[src/rtl/wb_master_arbiter.sv]
// Two-master Wishbone arbiter: round-robin grant held for a whole cycle,
// with a stalled-strobe watchdog that aborts the transfer with err.
module wb_master_arbiter #(
    parameter int ADDR_WIDTH     = 32,
    parameter int DATA_WIDTH     = 32,
    parameter int TIMEOUT_CYCLES = 255
) (
    input  logic                    i_clk,
    input  logic                    i_reset,
    input  logic                    s0_wb_cyc_i,
    input  logic                    s0_wb_stb_i,
    input  logic                    s0_wb_we_i,
    input  logic [ADDR_WIDTH-1:0]   s0_wb_adr_i,
    input  logic [DATA_WIDTH-1:0]   s0_wb_dat_i,
    input  logic [DATA_WIDTH/8-1:0] s0_wb_sel_i,
    output logic [DATA_WIDTH-1:0]   s0_wb_dat_o,
    output logic                    s0_wb_ack_o,
    output logic                    s0_wb_err_o,
    input  logic                    s1_wb_cyc_i,
    input  logic                    s1_wb_stb_i,
    input  logic                    s1_wb_we_i,
    input  logic [ADDR_WIDTH-1:0]   s1_wb_adr_i,
    input  logic [DATA_WIDTH-1:0]   s1_wb_dat_i,
    input  logic [DATA_WIDTH/8-1:0] s1_wb_sel_i,
    output logic [DATA_WIDTH-1:0]   s1_wb_dat_o,
    output logic                    s1_wb_ack_o,
    output logic                    s1_wb_err_o,
    output logic                    m_wb_cyc_o,
    output logic                    m_wb_stb_o,
    output logic                    m_wb_we_o,
    output logic [ADDR_WIDTH-1:0]   m_wb_adr_o,
    output logic [DATA_WIDTH-1:0]   m_wb_dat_o,
    output logic [DATA_WIDTH/8-1:0] m_wb_sel_o,
    input  logic [DATA_WIDTH-1:0]   m_wb_dat_i,
    input  logic                    m_wb_ack_i,
    input  logic                    m_wb_err_i,
    output logic [1:0]              o_grant,
    output logic                    o_timeout
);

    localparam int CW = (TIMEOUT_CYCLES > 0) ? $clog2(TIMEOUT_CYCLES + 1) : 1;
    localparam logic [CW-1:0] TMAX = CW'(TIMEOUT_CYCLES);

    localparam logic [1:0] IDLE   = 2'd0;
    localparam logic [1:0] GRANT0 = 2'd1;
    localparam logic [1:0] GRANT1 = 2'd2;
    localparam logic [1:0] ABORT  = 2'd3;

    logic [1:0]    state_q, state_d;
    logic          last_q, last_d;
    logic [CW-1:0] cnt_q, cnt_d;
    logic          first_q, first_d;

    logic g0, g1, ab, own_cyc, stall;

    assign g0 = (state_q == GRANT0);
    assign g1 = (state_q == GRANT1);
    assign ab = (state_q == ABORT);

    // last_q always names the current owner while granted or aborting
    assign own_cyc = last_q ? s1_wb_cyc_i : s0_wb_cyc_i;
    assign stall   = (g0 | g1) & m_wb_stb_o & ~m_wb_ack_i & ~m_wb_err_i;

    always_comb begin
        state_d = state_q;
        last_d  = last_q;
        cnt_d   = '0;
        first_d = 1'b0;
        case (state_q)
            IDLE: begin
                if (s0_wb_cyc_i && (!s1_wb_cyc_i || last_q)) begin
                    state_d = GRANT0;
                    last_d  = 1'b0;
                end else if (s1_wb_cyc_i) begin
                    state_d = GRANT1;
                    last_d  = 1'b1;
                end
            end
            GRANT0, GRANT1: begin
                if (!own_cyc) begin
                    state_d = IDLE;
                end else if (stall) begin
                    if (TIMEOUT_CYCLES != 0 && cnt_q == TMAX) begin
                        state_d = ABORT;
                        first_d = 1'b1;
                    end else if (cnt_q != TMAX) begin
                        cnt_d = cnt_q + 1'b1;
                    end else begin
                        cnt_d = cnt_q;
                    end
                end
            end
            ABORT: begin
                if (!own_cyc) state_d = IDLE;
            end
            default: state_d = IDLE;
        endcase
    end

    always_ff @(posedge i_clk or posedge i_reset) begin
        if (i_reset) begin
            state_q <= IDLE;
            last_q  <= 1'b1;
            cnt_q   <= '0;
            first_q <= 1'b0;
        end else begin
            state_q <= state_d;
            last_q  <= last_d;
            cnt_q   <= cnt_d;
            first_q <= first_d;
        end
    end

    // Bus side mirrors the owner; ABORT and IDLE leave it quiet
    assign m_wb_cyc_o = g0 ? s0_wb_cyc_i : (g1 ? s1_wb_cyc_i : 1'b0);
    assign m_wb_stb_o = g0 ? s0_wb_stb_i : (g1 ? s1_wb_stb_i : 1'b0);
    assign m_wb_we_o  = g0 ? s0_wb_we_i  : (g1 ? s1_wb_we_i  : 1'b0);
    assign m_wb_adr_o = g0 ? s0_wb_adr_i : (g1 ? s1_wb_adr_i : '0);
    assign m_wb_dat_o = g0 ? s0_wb_dat_i : (g1 ? s1_wb_dat_i : '0);
    assign m_wb_sel_o = g0 ? s0_wb_sel_i : (g1 ? s1_wb_sel_i : '0);

    assign s0_wb_dat_o = g0 ? m_wb_dat_i : '0;
    assign s1_wb_dat_o = g1 ? m_wb_dat_i : '0;
    assign s0_wb_ack_o = g0 & m_wb_ack_i;
    assign s1_wb_ack_o = g1 & m_wb_ack_i;
    assign s0_wb_err_o = (g0 & m_wb_err_i) | (ab & first_q & ~last_q);
    assign s1_wb_err_o = (g1 & m_wb_err_i) | (ab & first_q & last_q);

    assign o_timeout = ab & first_q;
    assign o_grant   = {g1 | (ab & last_q), g0 | (ab & ~last_q)};

endmodule

[config.mk]
export PLATFORM = sky130hd
export DESIGN_NAME = wb_master_arbiter
export DESIGN_NICKNAME = d
export VERILOG_FILES = /design/src/rtl/wb_master_arbiter.sv
export SDC_FILE = /design/constraint.sdc
export NUM_CORES = 1
export LEC_CHECK = 0
export CAP_MARGIN = 20
export CELL_PAD_IN_SITES_DETAIL_PLACEMENT = 0
export CELL_PAD_IN_SITES_GLOBAL_PLACEMENT = 1
export CORE_AREA = 2 2 136 124
export DETAILED_ROUTE_END_ITERATION = 12
export DIE_AREA = 0 0 138 126
export GPL_ROUTABILITY_DRIVEN = 0
export PLACE_DENSITY_LB_ADDON = 0.25
export RECOVER_POWER = 100
export SLEW_MARGIN = 5
export SYNTH_ARGS = -nofsm -noshare
export SYNTH_HDL_FRONTEND = slang
export SYNTH_SLANG_ARGS = --single-unit
[constraint.sdc]
create_clock -name i_clk -period 4.8 [get_ports i_clk]
set_input_delay 0.72 -clock i_clk [delete_from_list [all_inputs] [get_ports i_clk]]
set_output_delay 0.72 -clock i_clk [all_outputs]
set_load 0.05 [all_outputs]
==> implementation parameters, run 1 <==
Parameter                              Value

Routing
  DRC violation total after the first TritonRoute iteration ... 115
  Routed vias ... 3580
  Final routed wire length divided by cell count ... 14.9 µm
  Final antenna-violating net count ... 0
  Routed via count divided by cell count ... 4.03
  Drt total wl ... 13300 µm
  DRC violations left ... 0
  Number of detailed-route iterations in the first pass ... 4

STA
  Max Freq ... 274 MHz
  Worst hold slack ... 0.534 ns
  Setup TNS ... 0 ns
  Final clock period utilization by the worst path ... 76.0%
  RSZ-0062 raised after global routing ... no
  Setup Skew ... 0.00268 ns
  Hold violation total from the final report ... 0
  Final count of pins violating max slew ... 0
  Finish-stage setup viols ... 0
  Final worst-path setup slack ... 1.15 ns
  Final critical path time including I/O delays and setup ... 3.65 ns
  Max-Slew Margin vs Limit ... 18.7%
  Slew at the pin closest to its max-slew limit ... 1.19 ns

Yosys
  Summed instance area of the synthesized netlist ... 2200 µm²
  Mean instance size in the synthesized netlist ... 5.65 µm²
  Most used standard cells in the synthesized netlist ... 149 x sky130_fd_sc_hd__nand2_1, 73 x sky130_fd_sc_hd__o21ai_0, 66 x sky130_fd_sc_hd__and2_1
  Count of synthesis-stage warnings from yosys ... 0
  Mapped Cells ... 389
  Number of library cell types mapped by synthesis ... 33
  Ranking of synthesized cells by area ... sky130_fd_sc_hd__nand2_1 25%, sky130_fd_sc_hd__and2_1 19%, sky130_fd_sc_hd__o21ai_0 17%, sky130_fd_sc_hd__dfrtp_1 13%, sky130_fd_sc_hd__clkbuf_1 5.1%
  Number of flops mapped to enable cells by yosys ... 0
  Biggest area consumer among synthesized cells ... sky130_fd_sc_hd__nand2_1
  Sequential fraction of the synthesis area ... 13.7%
  Predominant post-synthesis flop cell ... sky130_fd_sc_hd__dfrtp_1
  Synthesis-stage register bit count ... 12
  Post-Syn Nets ... 573
  Async SR Flop Fraction ... 100%
  Share of the synthesized area in the top cell type ... 25.4%
  Top-count cell post-synth ... sky130_fd_sc_hd__nand2_1

Floorplan
  Ports ... 320
  Area of the placeable core ... 16000 µm²
  Die height ... 126 µm
  Number of rows in the core area ... 44
  Die boundary width ... 138 µm
  Initial core utilization ... 13.8%
  Area enclosed by the die boundary ... 17400 µm²

Layout
  Area taken by flip-flops and latches ... 302 µm²
  Multi-input gate area in the final layout ... 1750 µm²
  Number of fillers in the final layout ... 1700
  Number of nets in the layout ... 867
  Total inserted antenna cells ... 0
  Area growth, synth to finish ... 157%
  Share of post-route cells with drive strength above 1 ... 2.20%

Critical path
  Setup slack of the most critical reg-to-reg path ... 1.55 ns
  Gate family responsible for the most delay along the worst path ... buffers and inverters
  Sort of element at the start of the critical path ... flop
  Crit Path Max Fanout ... 63
  Arrival @ worst endpoint ... 2.93 ns
  Worst path required time ... 4.08 ns
  Crit path max-delay cell type ... sky130_fd_sc_hd__dlygate4sd3_1
  Critical Path, Cell by Cell ... inv_1 > ha_4 > buf_12 > nand2_1 > o21ai_0 > dlygate4sd3_1
  Critical setup path kind ... reg2out
  Reg2Reg Capture Point ... state_q[0]
  Critical path endpoint category ... output pin
  Worst R2R Path Depth ... 7
  Buffers plus inverters on the worst setup path ... 3
  Startpoint of the worst register-to-register path ... state_q[1]
  Largest stage delay, worst path ... 0.91 ns

Power and ir drop
  Total power ... 3460 µW
  Power density over cell area ... 612 nW/µm²
  Worst supply voltage drop on vdd ... 0.298 mV
  Leakage Power ... 0.00248 µW

Placed design
  IO buf count ... 319
  Worst Setup Slack post-DPL ... 1.46 ns
  Placed wire-length estimate ... 11000 µm

Clock network
  TritonCTS clock tree ... done
  Number of buffers created by CTS ... 3
  Resize count post-CTS ... 0
  Clock input transition at the sequential cells of the worst setup and hold paths ... 0.05 ns
  CTS hold repair buffers ... 0
  Num Clock Sinks ... 12
  Count of H-tree levels built during CTS ... 1
  Buffers inserted during post-CTS setup optimization ... 0
  Clock root buffer ... sky130_fd_sc_hd__clkbuf_16
  Clock Tree Buf Depth ... 2
  Worst-skew pair later-pin latency ... 0.24 ns

Global routing
  Grt total ovfl ... 0
  Overall routing resource usage ... 14.1%
  Antenna violations before repair ... 0
  Global-route wire length before repair ... 19900 µm
  Vias in the first global route ... 3446
  Largest net degree at the start of global routing ... 96

Run status
  Result of the run ... finished clean

Hold path
  Hold Path Class ... reg2reg
  Sink of the worst hold path ... cnt_q[0]
  Worst hold path stage count ... 1
  Hold Startpoint ... cnt_q[0]

Run
  Max-cap violations ... 0
==> state kept, by name, indices dropped and copies added, names as in the netlist <==
| register | flops |
|---|---|
| first_q | 1 |
| cnt_q | 8 |
| state_q | 2 |
| last_q | 1 |
==> power breakdown <==
group          switching, µW  total [µW]  internal, µW
Clock                   45.9         172           126
Sequential              21.9         141           119
Combinational           2210        3150           937
Total                   2280        3460          1180
==> cells in the final DEF (no fill, tap or decap), drive strengths merged <==
master | synthesis | final
a2111oi | 1 | 1
a211oi | 1 | 1
a21o | 2 | 2
a21oi | 1 | 1
a22oi | 2 | 2
a31oi | 1 | 1
and2 | 66 | 66
and3 | 2 | 2
and4 | 1 | 1
buf | 3 | 3
clkbuf | 30 | 4
clkdlybuf4s50 | 0 | 176
dfrtp | 11 | 11
dfstp | 1 | 1
dlygate4sd3 | 0 | 143
ha | 6 | 6
inv | 6 | 6
mux2 | 2 | 2
mux2i | 1 | 1
nand2 | 149 | 149
nand2b | 1 | 1
nand3 | 6 | 6
nand3b | 1 | 1
nand4 | 2 | 2
nor2 | 10 | 10
nor2b | 1 | 1
o211ai | 2 | 2
o21ai | 73 | 73
or2 | 1 | 1
xnor2 | 1 | 1
xor2 | 5 | 5
==> metal layers <==
layer	global-route usage, %	up-vias	part of all wire [%]
li1	-	1833	-
met1	16.9	1564	41
met2	25.3	168	50
met3	3.95	15	7.5
met4	2.64	0	1.9
met5	0	-	0
==> cell type report <==
| class | instances | area share, % |
|---|---|---|
| repair buffers | 322 | 57.2 |
| multi-input cells | 338 | 30.9 |
| flip-flops and latches | 12 | 5.33 |
| well taps | 207 | 4.57 |
| clock buffers | 4 | 1.57 |
| inverters | 6 | 0.398 |
==> worst max-delay path by stage <==
stage	from	to	slack [ns]	cells past startpoint
2_1_floorplan	state_q[0]	m_wb_adr_o[30]	1.60	7
3_3_place_gp	state_q[0]	m_wb_dat_o[17]	1.52	6
3_5_place_dp	state_q[0]	m_wb_dat_o[17]	1.46	6
4_1_cts	state_q[0]	m_wb_dat_o[17]	1.18	6
5_1_grt	state_q[0]	m_wb_dat_o[17]	1.01	6
6_report	state_q[0]	m_wb_dat_o[17]	1.15	6
==> cells by family (layout without fill, tap and decap cells) <==
logic type                 Yosys count  count (layout)  share of synthesized area [%]
muxes                                3               3                           1.82
DFF                                 12              12                           13.7
xor gates and xnor gates             6               6                           2.39
and+or+nand+nor                    240             240                           50.6
buffers and inverters               39             332                           6.88
AOI/OAI and AO/OA                   83              83                           21.2
adders and majority gates            6               6                           3.41
==> per-stage QoR <==
step | instance area, µm² | utilization [%] | cells
global route | 5660 | 35.5 | 889
detailed placement | 5600 | 35.0 | 885
finish | 5660 | 35.5 | 889
global placement | 5600 | 35.0 | 885
floorplan | 2200 | - | 389
CTS | 5680 | 35.6 | 889
No activity file was read; power rests on OpenSTA's default activity.
==> inputs of run 2 (changes only) <==
Settings changed: CORE_AREA 2 2 136 124 to 2 2 146 134, DIE_AREA 0 0 138 126 to 0 0 148 136.
Clock period 4.8 ns to 3.2 ns, I/O delays scaled along.
==> implementation parameters, run 2 (synthesis results as in run 1) <==
Parameter                              Value

Layout
  Leading registers by flop count ... cnt_q: 8 flops, state_q: 2 flops
  Register ranked first by flip-flop count ... cnt_q
  Number of nets in the layout ... 869
  Area taken by flip-flops and latches ... 302 µm²
  Utilization after layout ... 27.1%
  Area growth, synth to finish ... 131%
  Leading cell type in the layout, fill and taps excluded ... sky130_fd_sc_hd__clkdlybuf4s50_1
  Share of post-route cells with drive strength above 1 ... 10.4%
  Multi-input gate area in the final layout ... 1770 µm²
  Number of fillers in the final layout ... 2139
  Commonest non-fill, non-tap cells in the layout ... 176 x sky130_fd_sc_hd__clkdlybuf4s50_1, 149 x sky130_fd_sc_hd__nand2_1, 76 x sky130_fd_sc_hd__clkbuf_1
  Number of flip-flops in the largest register ... 8

Critical path
  Critical path endpoint category ... output pin
  Largest stage delay, worst path ... 0.55 ns
  Sort of element at the start of the critical path ... flop
  Reg2Reg Capture Point ... state_q[0]
  Launch point of the worst path ... state_q[0]
  Endpoint of the worst setup timing path ... s1_wb_dat_o[9]
  Startpoint of the worst register-to-register path ... state_q[1]
  Setup slack of the most critical reg-to-reg path ... 0.58 ns
  Crit Path Max Fanout ... 34
  Critical setup path kind ... reg2out
  Worst path required time ... 2.72 ns
  Crit path max-delay cell type ... sky130_fd_sc_hd__clkbuf_1
  Arrival @ worst endpoint ... 2.35 ns
  Worst R2R Path Depth ... 7
  Critical Path, Cell by Cell ... inv_1 > ha_4 > buf_4 > and2_1 > clkbuf_1

Placed design
  Placed wire-length estimate ... 11400 µm
  IO buf count ... 319
  Worst Setup Slack post-DPL ... 0.608 ns

Clock network
  Num Clock Sinks ... 12
  Clock Tree Buf Depth ... 2
  Clock input transition at the sequential cells of the worst setup and hold paths ... 0.05 ns
  Number of buffers created by CTS ... 3
  Buffers inserted during post-CTS setup optimization ... 0
  Count of H-tree levels built during CTS ... 1
  Clock root buffer ... sky130_fd_sc_hd__clkbuf_16
  CTS hold repair buffers ... 0
  Resize count post-CTS ... 0
  TritonCTS clock tree ... done
  Worst-skew pair later-pin latency ... 0.24 ns

Floorplan
  Die height ... 136 µm
  Initial core utilization ... 11.7%
  Ports ... 320
  Area enclosed by the die boundary ... 20100 µm²
  Die boundary width ... 148 µm
  Area of the placeable core ... 18700 µm²
  Number of rows in the core area ... 48

Global routing
  Overall routing resource usage ... 12.1%
  Grt total ovfl ... 0
  Global-route wire length before repair ... 19400 µm
  Antenna violations before repair ... 0
  Largest net degree at the start of global routing ... 119
  Vias in the first global route ... 3342

Power and ir drop
  Power density over cell area ... 970 nW/µm²
  Worst supply voltage drop on vdd ... 0.331 mV
  Leakage Power ... 0.00205 µW

Routing
  Number of detailed-route iterations in the first pass ... 4
  Final routed wire length divided by cell count ... 14.7 µm
  DRC violation total after the first TritonRoute iteration ... 85
  Routed vias ... 3575
  Final antenna-violating net count ... 0
  Routed via count divided by cell count ... 3.82
  DRC violations left ... 0
  Drt total wl ... 13700 µm

STA
  Final clock period utilization by the worst path ... 88.5%
  Final count of pins violating max slew ... 0
  Hold violation total from the final report ... 0
  Setup Skew ... 0.00321 ns
  Final worst-path setup slack ... 0.368 ns
  Slew at the pin closest to its max-slew limit ... 0.728 ns
  Finish-stage setup viols ... 0
  Final critical path time including I/O delays and setup ... 2.83 ns
  Max Freq ... 353 MHz
  RSZ-0062 raised after global routing ... no
  Max-Slew Margin vs Limit ... 51.7%
  Setup TNS ... 0 ns

Hold path
  Hold Path Class ... reg2reg

Run
  Max-cap violations ... 0

Run status
  Result of the run ... finished clean
run 2: cell types whose count changed in the layout (fill, tap and decap cells not counted), sizes merged:
cell | previous run | this run
dlygate4sd3 | 143 | 14
clkbuf | 4 | 102
buf | 3 | 36
diode | 0 | 1
run 2: final cells by class:
cell class              instances  area share (%)
clock buffers                   4            1.75
diodes                          1          0.0493
well taps                     250            6.16
multi-input cells             338            34.8
inverters                       6           0.444
repair buffers                324            50.8
flip-flops and latches         12            5.94
run 2: worst min-delay path by stage:
stage | depth (start not counted) | to | slack, ns | startpoint
5_1_grt | 1 | cnt_q[0] | 0.58 | cnt_q[0]
2_1_floorplan | 1 | cnt_q[0] | 0.34 | i_reset
3_5_place_dp | 1 | cnt_q[0] | 0.52 | cnt_q[0]
4_1_cts | 1 | cnt_q[0] | 0.53 | cnt_q[0]
3_3_place_gp | 1 | cnt_q[0] | 0.52 | cnt_q[0]
6_report | 1 | cnt_q[0] | 0.53 | cnt_q[0]
run 2: power by group:
| part | internal, µW | switching, µW | leakage (µW) |
|---|---|---|---|
| combinational | 1060 | 3380 | 0.00184 |
| sequential | 178 | 36.9 | 0.000161 |
| clock | 189 | 70.4 | 0.0000442 |
run 2: per-layer routing:
layer | GRT usage, % | vias to the layer above | part of all wire [%]
li1 | - | 1835 | -
met1 | 15.9 | 1579 | 43
met2 | 21.1 | 153 | 48
met3 | 2.35 | 8 | 7.4
met4 | 1.22 | 0 | 0.75
met5 | 0 | - | 0
run 2: metrics by stage:
step	power, µW	instance area (µm²)	hold WS, ns	instances
floorplan	3500	2200	0.344	389
global placement	5090	5330	0.523	930
detailed placement	5110	5330	0.519	930
CTS	5380	5420	0.532	934
global route	5210	5070	0.576	934
finish	4920	5070	0.531	935
run 2: critical path: cells and delay by family (launching register included):
kind,cells,cell delay (ns)
buf+inv,3,1.10
simple gates,1,0.20
flops,1,0.44
fa+ha+maj,1,0.34
==> inputs of run 3 (changes only) <==
Settings changed: CTS_CLUSTER_DIAMETER set to 120, PLACE_DENSITY_LB_ADDON 0.25 to 0.08.
==> implementation parameters, run 3 (synthesis results as in run 1) <==
Parameter                              Value

Floorplan
  Initial core utilization ... 11.7%
  Area enclosed by the die boundary ... 20100 µm²
  Area of the placeable core ... 18700 µm²
  Ports ... 320
  Number of rows in the core area ... 48
  Die height ... 136 µm
  Die boundary width ... 148 µm

Placed design
  IO buf count ... 319
  Placed wire-length estimate ... 11600 µm
  Post-placement cell area ... 5320 µm²

Power and ir drop
  Worst supply voltage drop on vdd ... 0.316 mV
  Power density over cell area ... 961 nW/µm²
  Leakage Power ... 0.00221 µW

Routing
  Routed vias ... 3551
  Final routed wire length divided by cell count ... 15.0 µm
  Final antenna-violating net count ... 0
  Routed via count divided by cell count ... 3.80
  DRC violations left ... 0
  Number of detailed-route iterations in the first pass ... 4
  DRC violation total after the first TritonRoute iteration ... 82
  Drt total wl ... 14000 µm

Layout
  Number of flip-flops in the largest register ... 8
  Commonest non-fill, non-tap cells in the layout ... 176 x sky130_fd_sc_hd__clkdlybuf4s50_1, 149 x sky130_fd_sc_hd__nand2_1, 73 x sky130_fd_sc_hd__o21ai_0
  Share of post-route cells with drive strength above 1 ... 18.4%
  Total inserted antenna cells ... 0
  Area growth, synth to finish ... 132%
  Leading registers by flop count ... cnt_q: 8 flops, state_q: 2 flops
  Number of fillers in the final layout ... 2130
  Finished layout cell area ... 5100 µm²
  Register ranked first by flip-flop count ... cnt_q
  Number of nets in the layout ... 869
  Leading cell type in the layout, fill and taps excluded ... sky130_fd_sc_hd__clkdlybuf4s50_1

Critical path
  Crit Path Max Fanout ... 69
  Crit path max-delay cell type ... sky130_fd_sc_hd__dlygate4sd3_1
  Critical path endpoint category ... output pin
  Critical setup path kind ... reg2out
  Critical Path, Cell by Cell ... inv_1 > ha_4 > and2_1 > dlygate4sd3_1
  Largest stage delay, worst path ... 0.87 ns
  Setup slack of the most critical reg-to-reg path ... 0.32 ns
  Buffers plus inverters on the worst setup path ... 2
  Arrival @ worst endpoint ... 2.49 ns
  Gate family responsible for the most delay along the worst path ... buffers and inverters
  Worst path required time ... 2.72 ns
  Sort of element at the start of the critical path ... flop

Global routing
  Global routing met2 resource utilization ... 23.3%
  Overall routing resource usage ... 12.4%
  Global-route wire length before repair ... 19800 µm
  Busiest metal layer after global routing ... met2
  Largest net degree at the start of global routing ... 70
  Met1 global-route usage ... 14.8%
  Antenna violations before repair ... 0
  Grt total ovfl ... 0
  Vias in the first global route ... 3333
  GR met3 Demand/Resource ... 2.79%

Clock network
  CTS hold repair buffers ... 0
  TritonCTS clock tree ... done
  Number of buffers created by CTS ... 3
  Resize count post-CTS ... 0
  Count of H-tree levels built during CTS ... 1
  Buffers inserted during post-CTS setup optimization ... 0
  Clock root buffer ... sky130_fd_sc_hd__clkbuf_16
  Clock input transition at the sequential cells of the worst setup and hold paths ... 0.04 ns
  Num Clock Sinks ... 12
  Worst-skew pair later-pin latency ... 0.24 ns
  Clock Tree Buf Depth ... 2

STA
  Max Freq ... 336 MHz
  Setup Skew ... 0.00205 ns
  Final critical path time including I/O delays and setup ... 2.97 ns
  Hold violation total from the final report ... 0
  RSZ-0062 raised after global routing ... no
  Final count of pins violating max slew ... 0
  Max-Slew Margin vs Limit ... 41.9%
  Setup TNS ... 0 ns
  Final clock period utilization by the worst path ... 92.9%
  Finish-stage setup viols ... 0
  Slew at the pin closest to its max-slew limit ... 0.869 ns

Run
  Max-cap violations ... 0

Hold path
  Hold Path Class ... reg2reg

Run status
  Result of the run ... finished clean
## run 3: changes by cell type in the layout (fill, tap and decap cells not counted), sizes merged
cell	delta
clkbuf	-12
buf	+16
diode	-1
dlygate4sd3	-4
## run 3: report_power, final
part / internal (µW) / total [µW] / leakage (µW) / switching [µW]
Sequential: 178 / 212 / 0.000161 / 33.8
Combinational: 1070 / 4440 / 0.00200 / 3370
Clock: 188 / 251 / 0.0000442 / 62.4
## run 3: cell type report
cell class | count | area (µm²) | share of cell area [%]
clock buffers | 4 | 88.8 | 1.74
multi-input cells | 338 | 1750 | 34.3
flip-flops and latches | 12 | 302 | 5.91
inverters | 6 | 22.5 | 0.442
repair buffers | 324 | 2630 | 51.5
well taps | 250 | 313 | 6.13
## run 3: per-layer routing
metal	part of all wire [%]	wire (µm)
met5	0	0
met3	8.2	1150
met2	52	7250
met4	1.2	174
met1	39	5430
## run 3: path summary, 6_finish.rpt
path | from | to | depth (start not counted)
max reg2reg | state_q[1] | cnt_q[5] | 6
min reg2reg | cnt_q[0] | cnt_q[0] | 1
min | cnt_q[0] | cnt_q[0] | 1
min in group asynchronous | i_reset | cnt_q[4] | 2
max | state_q[1] | s0_wb_dat_o[25] | 4
max in group asynchronous | i_reset | last_q | 2
## run 3: stage by stage
stage | hold WS, ns | utilization [%] | std cells | power, µW | setup slack (ns)
2_1_floorplan | 0.344 | - | 389 | 3500 | 0.239
3_5_place_dp | 0.525 | 28.4 | 930 | 5110 | 0.502
3_3_place_gp | 0.531 | 28.4 | 930 | 5130 | 0.514
5_1_grt | 0.560 | 27.2 | 934 | 5200 | 0.0294
6_report | 0.538 | 27.2 | 934 | 4900 | 0.228
4_1_cts | 0.535 | 28.9 | 934 | 5370 | 0.248
